**src/rtl/ospfb_phasecomp_pingpong.sv**
```systemverilog
// Phase-compensation ping-pong stage between the polyphase FIR and the FFT.
// Each M-sample frame is buffered in one bank while the other bank is read back rotated by (k*D) mod M.
module ospfb_phasecomp_pingpong #(
  parameter int WIDTH     = 16,
  parameter int FFT_LEN   = 64,
  parameter int DEC_FAC   = 48,
  parameter int SHIFT_DIR = 0,
  localparam int AW       = $clog2(FFT_LEN)
) (
  input  logic             clk,
  input  logic             rst_n,
  input  logic             bypass,
  input  logic [WIDTH-1:0] s_axis_tdata,
  input  logic             s_axis_tvalid,
  output logic             s_axis_tready,
  input  logic             s_axis_tlast,
  output logic [WIDTH-1:0] m_axis_tdata,
  output logic             m_axis_tvalid,
  input  logic             m_axis_tready,
  output logic             m_axis_tlast,
  output logic [AW-1:0]    m_axis_tuser,
  output logic [1:0]       state,
  output logic             err
);

  // state | meaning
  // IDLE  | no input accepted since reset
  // FILLA | writer is filling bank A
  // FILLB | writer is filling bank B
  // ERR   | frame-alignment error seen, held until reset
  typedef enum logic [1:0] {IDLE = 2'd0, FILLA = 2'd1, FILLB = 2'd2, ERR = 2'd3} state_t;

  localparam logic [AW-1:0] DINC = AW'(DEC_FAC % FFT_LEN);
  localparam logic [AW-1:0] LAST = AW'(FFT_LEN - 1);

  state_t           state_q, state_d;
  logic             rst_meta, rst_sync;
  logic [WIDTH-1:0] mem [2*FFT_LEN];
  logic [WIDTH-1:0] rdata;
  logic [AW-1:0]    wr_ptr, rd_ptr, s_acc, s_lat, s_new, s_eff, rd_addr, s1;
  logic [1:0]       full;
  logic             wb, ib, v1, last1;
  logic             wr_fire, wr_ok, wr_last, align_err, kill, en, issue, iss_last;

  always_ff @(posedge clk or negedge rst_n) begin
    if (!rst_n) begin
      rst_meta <= 1'b0;
      rst_sync <= 1'b0;
    end else begin
      rst_meta <= 1'b1;
      rst_sync <= rst_meta;
    end
  end

  assign s_axis_tready = !full[wb] && (state_q != ERR);
  assign wr_fire       = s_axis_tvalid && s_axis_tready;
  assign wr_last       = (wr_ptr == LAST);
  assign align_err     = wr_fire && (s_axis_tlast != wr_last);
  assign wr_ok         = wr_fire && !align_err;
  assign kill          = align_err || (state_q == ERR);

  // rd_ptr==0 marks a read-frame start, where the shift (and bypass) is sampled
  assign en       = !m_axis_tvalid || m_axis_tready;
  assign issue    = en && !kill && full[ib];
  assign iss_last = (rd_ptr == LAST);
  assign s_new    = bypass ? '0 : s_acc;
  assign s_eff    = (rd_ptr == '0) ? s_new : s_lat;
  assign rd_addr  = (SHIFT_DIR != 0) ? (rd_ptr - s_eff) : (rd_ptr + s_eff);
  assign state    = state_q;

  always_comb begin
    state_d = state_q;
    if (align_err) begin
      state_d = ERR;
    end else begin
      case (state_q)
        IDLE:    if (wr_fire) state_d = FILLA;
        FILLA:   if (wr_fire && wr_last) state_d = FILLB;
        FILLB:   if (wr_fire && wr_last) state_d = FILLA;
        default: state_d = state_q;
      endcase
    end
  end

  always_ff @(posedge clk) begin
    if (wr_ok) mem[{wb, wr_ptr}] <= s_axis_tdata;
    if (en) rdata <= mem[{ib, rd_addr}];
  end

  always_ff @(posedge clk or negedge rst_sync) begin
    if (!rst_sync) begin
      state_q       <= IDLE;
      err           <= 1'b0;
      wr_ptr        <= '0;
      rd_ptr        <= '0;
      wb            <= 1'b0;
      ib            <= 1'b0;
      full          <= '0;
      s_acc         <= '0;
      s_lat         <= '0;
      v1            <= 1'b0;
      last1         <= 1'b0;
      s1            <= '0;
      m_axis_tvalid <= 1'b0;
      m_axis_tlast  <= 1'b0;
      m_axis_tuser  <= '0;
      m_axis_tdata  <= '0;
    end else begin
      state_q <= state_d;
      if (align_err) err <= 1'b1;
      if (wr_ok) begin
        if (wr_last) begin
          wr_ptr <= '0;
          wb     <= ~wb;
        end else begin
          wr_ptr <= wr_ptr + 1'b1;
        end
      end
      // A bank is released once its last read is issued: the tail of the frame
      // already sits in the pipeline registers, so the writer refills it bubble-free.
      for (int b = 0; b < 2; b++) begin
        if (wr_ok && wr_last && (wb == b[0])) full[b] <= 1'b1;
        else if (issue && iss_last && (ib == b[0])) full[b] <= 1'b0;
      end
      if (issue) begin
        if (rd_ptr == '0) s_lat <= s_new;
        if (iss_last) begin
          rd_ptr <= '0;
          ib     <= ~ib;
          s_acc  <= s_acc + DINC;
        end else begin
          rd_ptr <= rd_ptr + 1'b1;
        end
      end
      if (kill) begin
        v1            <= 1'b0;
        m_axis_tvalid <= 1'b0;
      end else if (en) begin
        v1            <= issue;
        last1         <= issue && iss_last;
        s1            <= s_eff;
        m_axis_tvalid <= v1;
        m_axis_tlast  <= last1;
        m_axis_tuser  <= s1;
        m_axis_tdata  <= rdata;
      end
    end
  end

endmodule

```
**config.mk**
```make
export PLATFORM = sky130hd
export DESIGN_NAME = ospfb_phasecomp_pingpong
export DESIGN_NICKNAME = d
export VERILOG_FILES = /design/src/rtl/ospfb_phasecomp_pingpong.sv
export SDC_FILE = /design/constraint.sdc
export NUM_CORES = 2
export LEC_CHECK = 0
export CAP_MARGIN = 20
export CORE_ASPECT_RATIO = 0.9
export CORE_MARGIN = 2
export CORE_UTILIZATION = 60
export CTS_BUF_LIST = sky130_fd_sc_hd__clkbuf_8
export CTS_CLUSTER_SIZE = 28
export DETAILED_ROUTE_END_ITERATION = 10
export PLACE_DENSITY_LB_ADDON = 0.25
export SYNTH_ARGS = -nofsm -noshare
export SYNTH_HDL_FRONTEND = slang
export SYNTH_SLANG_ARGS = --single-unit
```
**constraint.sdc**
```tcl
create_clock -name clk -period 2.7 [get_ports clk]
set_input_delay 0.54 -clock clk [delete_from_list [all_inputs] [get_ports clk]]
set_output_delay 0.54 -clock clk [all_outputs]
set_load 0.005 [all_outputs]
```
==> impl_metrics.csv <==
group,metric,value,unit
setup_path,crit_arrival,4.98,ns
routing,via_count,45100,
cells_and_area,drive_above_1_share,0.3407,
global_routing,gr-total-overflow,0,
setup_path,slowest_stage,"fa_4",
floorplanning,io_pins,50,
routing,dr.pass1.iters,6,
setup_path,endpoint_kind,"flip-flop",
global_routing,grt_pass1_vias,44100,
place,portBuffers,49,
floorplanning,die_h,355.2,µm
timing,clock_skew,0.05401,ns
place,place_area,90210,µm²
global_routing,grt_use_met2,0.4582,
synthesis,synth-seq-cells,2125,
timing,rsz0062_at_grt,"true",
clock_network,numCtsBuffers,332,
timing,post-route-min-period,4.220,ns
clock_network,clock-sinks,2125,
synthesis,synth_cell_type_count,60,
run_status,status,"complete, but fails checks",
global_routing,grt_max_degree,129,
routing,first_iter_violations,6361,
run,drv_cap,0,
clock_network,clk_latency,1.03,ns
routing,final_antenna_net_count,0,
place,place.gp.congestion,0.9012,
synthesis,synth_area_leaders,"edfxtp_1 75%, mux4_2 11%, mux2i_1 4.0%",
cells_and_area,layout.nets,4878,
global_routing,grt_util_met3,0.06337,
synthesis,synth_fp_nets,4063,
synthesis,postSynthCellCount,4032,
floorplanning,core_area,135700,µm²
global_routing,grt_usage,0.3036,
cells_and_area,syn2layout_area_growth,20.85,%
global_routing,use_met1,0.4492,
synthesis,yosysSeqAreaShare,0.7724,
routing,totalWireLength,213500,µm
cells_and_area,fin_area,99370,µm²
routing,routedWlPerCell,30.96,µm
place,pre_cts_ws,-1.823,ns
synthesis,synth-edff-count,2064,
clock_network,root_buffer,"clkbuf_8",
timing,finalSetupViolations,65,
clock_network,cts_buffer_depth,4,
clock_network,cts_max_level,5,
routing,drc,0,
run_status,violations,"setup timing",
floorplanning,die_w,394.2,µm
timing,min_period_over_period,1.563,
timing,worst_pin_slew,0.9644,ns
power_and_ir_drop,p_leak,34.68,nW
setup_path,cp-start-kind,"flip-flop",
power_and_ir_drop,power.density,628.3,nW/µm²
setup_path,crit_type,"reg2reg",
timing,finalMaxSlewViolations,0,
synthesis,yosysTopAreaCellShare,0.7538,
place,dp_hpwl,129900,µm
cells_and_area,fillers,7477,
global_routing,grt_pass1_wl,304400,µm
setup_path,cp_max_fo,11,
synthesis,yosysTopAreaCell,"edfxtp_1",
setup_path,critPathRequiredTime,3.46,ns
timing,hold_viol,0,
floorplanning,dieArea,140000,µm²
routing,viasPerCell,6.540,
global_routing,gr-max-usage-layer,"met2",
synthesis,yosysWarnings,0,
clock_network,clk_pin_slew,0.06,ns
timing,fin_ws,-1.520,ns
min_path,hp-class,"in2reg",
synthesis,synth_area_per_cell,20.39,µm²
global_routing,antenna_found_initial,5,
setup_path,slowest_delay,0.65,ns
synthesis,async_reset_ff_frac,0.02871,
floorplanning,initial_core_util,0.6061,
synthesis,synth_area,82220,µm²
floorplanning,num_rows,128,
timing,relSlewSlack,0.3557,
synthesis,ys.flop_type,"edfxtp_1",
setup_path,path_cells,"nor4_4 -> nand2_4 -> and2_4 -> ha_4 -> inv_2 -> fa_4 -> buf_12 -> buf_16 -> buf_16 -> buf_6 -> mux4_2 -> mux4_2 -> nor3_4 -> o41ai_4 -> a21boi_1",
timing,fmax,237.0,MHz
power_and_ir_drop,irDropWorstVdd,577.5,µV
clock_network,cts_tree,"done",
-- cell usage after synthesis, types with 11 or more instances --
| cell type | count |
|---|---|
| edfxtp_1 | 2064 |
| mux4_2 | 387 |
| mux2i_1 | 332 |
| nor2_1 | 186 |
| nand2_1 | 171 |
| nand3_1 | 117 |
| buf_2 | 91 |
| clkbuf_1 | 87 |
| a22oi_1 | 79 |
| dfrtp_1 | 61 |
| mux2_2 | 45 |
| o22ai_1 | 39 |
| o21ai_0 | 31 |
| buf_1 | 29 |
| a32oi_1 | 24 |
| and3_1 | 20 |
| a221oi_1 | 19 |
| a22o_1 | 19 |
| nor3_1 | 19 |
| a31oi_1 | 18 |
| o211ai_1 | 18 |
| a211oi_1 | 16 |
| nand4_1 | 15 |
| o32ai_1 | 15 |
| buf_4 | 13 |
| inv_1 | 11 |
-- area by class of cell --
cell class	count	area, µm²	area share
tap	1820	2277	0.02292
multi-input combinational	1673	19210	0.1933
timing repair buffer	703	8546	0.08600
sequential	2125	63520	0.6392
clock buffer	345	4748	0.04779
antenna	7	17.52	0.0001763
clock inverter	211	1006	0.01012
inverter	12	45.04	0.0004533
-- placed cells by master, fill, tap and decap left out, types with 10 or more instances in the layout --
cell	count
edfxtp_1	2064
buf_4	396
mux4_2	387
clkbuf_8	345
mux2i_1	327
buf_12	192
nand2_1	157
nand3_1	108
inv_1	106
nor2_4	92
clkinv_1	76
nor2_1	71
a22oi_1	64
dfrtp_1	54
buf_6	37
mux2_2	34
o22ai_1	31
clkdlybuf4s50_1	31
clkinv_2	25
nor2_2	24
o21ai_0	19
a22o_1	19
o211ai_1	18
buf_16	18
a32oi_1	17
a31oi_1	16
nand4_1	15
o32ai_1	15
nor3_1	15
a22oi_2	15
and3_1	13
a221oi_2	13
dlygate4sd3_1	13
nand2_2	12
mux2_4	11
a21oi_1	10
a211oi_2	10
-- timing repair --
action,CTS,global route
resized for setup,146,105
endpoints found under the hold margin,198,0
gates cloned,12,10
setup buffers,65,81
hold buffers,13,0
setup endpoints to repair,334,999
pin swaps,70,84
-- critical path: cells and delay by family (launching register included) --
kind            cells  cell delay (ns)
fa+ha+maj           2             0.81
compound gates      2             0.28
buf+inv             5             0.72
simple gates        4             0.82
flops               1             0.42
mux                 2             0.88
-- cell families (layout without fill, tap and decap cells) --
logic type / count (synthesis) / in the layout / synth area share
XOR/XNOR: 16 / 16 / 0.001887
flip-flops: 2125 / 2125 / 0.7724
AO/OA/AOI/OAI: 314 / 314 / 0.02815
multiplexers: 764 / 764 / 0.1526
adder cells (fa/ha/maj): 9 / 9 / 0.001461
buffers and inverters: 235 / 1271 / 0.01298
other: 1 / 8 / 0.00004561
AND/OR/NAND/NOR: 568 / 569 / 0.03054
-- routing by layer --
metal | wire, µm | up-vias
li1 | - | 18360
met1 | 81220 | 23320
met2 | 99540 | 2963
met3 | 25300 | 455
met4 | 7407 | 2
met5 | 13 | -
-- per-stage QoR --
stage	instances	hold slack [ns]	TNS, ns	util	total power [mW]
final	6896	0.07468	-24.74	0.7325	62.44
after global routing	6891	0.05800	-30.07	0.7324	64.23
after CTS	6802	0.006189	-22.76	0.7202	62.67
after detailed placement	6157	0.3434	-649.31	0.6650	38.81
after global placement	6156	0.3400	-663.41	0.6649	38.75
after floorplan	4032	0.2444	-44.23	-	37.53
-- flip-flops by register name, summed over array words and instances (netlist names), 2 cells and up --
name / cells
s1: 6
full: 2
m_axis_tdata: 16
s_lat: 6
wr_ptr: 6
m_axis_tuser: 6
s_acc: 2
state: 2
mem: 2048
rdata: 16
rd_ptr: 6
-- power by group --
part	switching (mW)	internal [mW]
sequential	0.169	36.3
combinational	1.04	0.629
clock	11.9	12.3
total	13.1	49.3
-- final timing paths --
check                           slack [ns]       endpoint  depth (start not counted)             from
min in group asynchronous             0.27       rst_sync                          2            rst_n
worst max register to register       -1.52      rdata[14]                         15        rd_ptr[2]
worst min register to register        0.35       rst_sync                          0         rst_meta
worst min-delay path                  0.07     mem[86][2]                          2  s_axis_tdata[2]
max in group asynchronous             1.61  m_axis_tvalid                          0         rst_sync
worst max-delay path                 -1.52      rdata[14]                         15        rd_ptr[2]
Note: power is estimated with default switching activity, not from simulation.
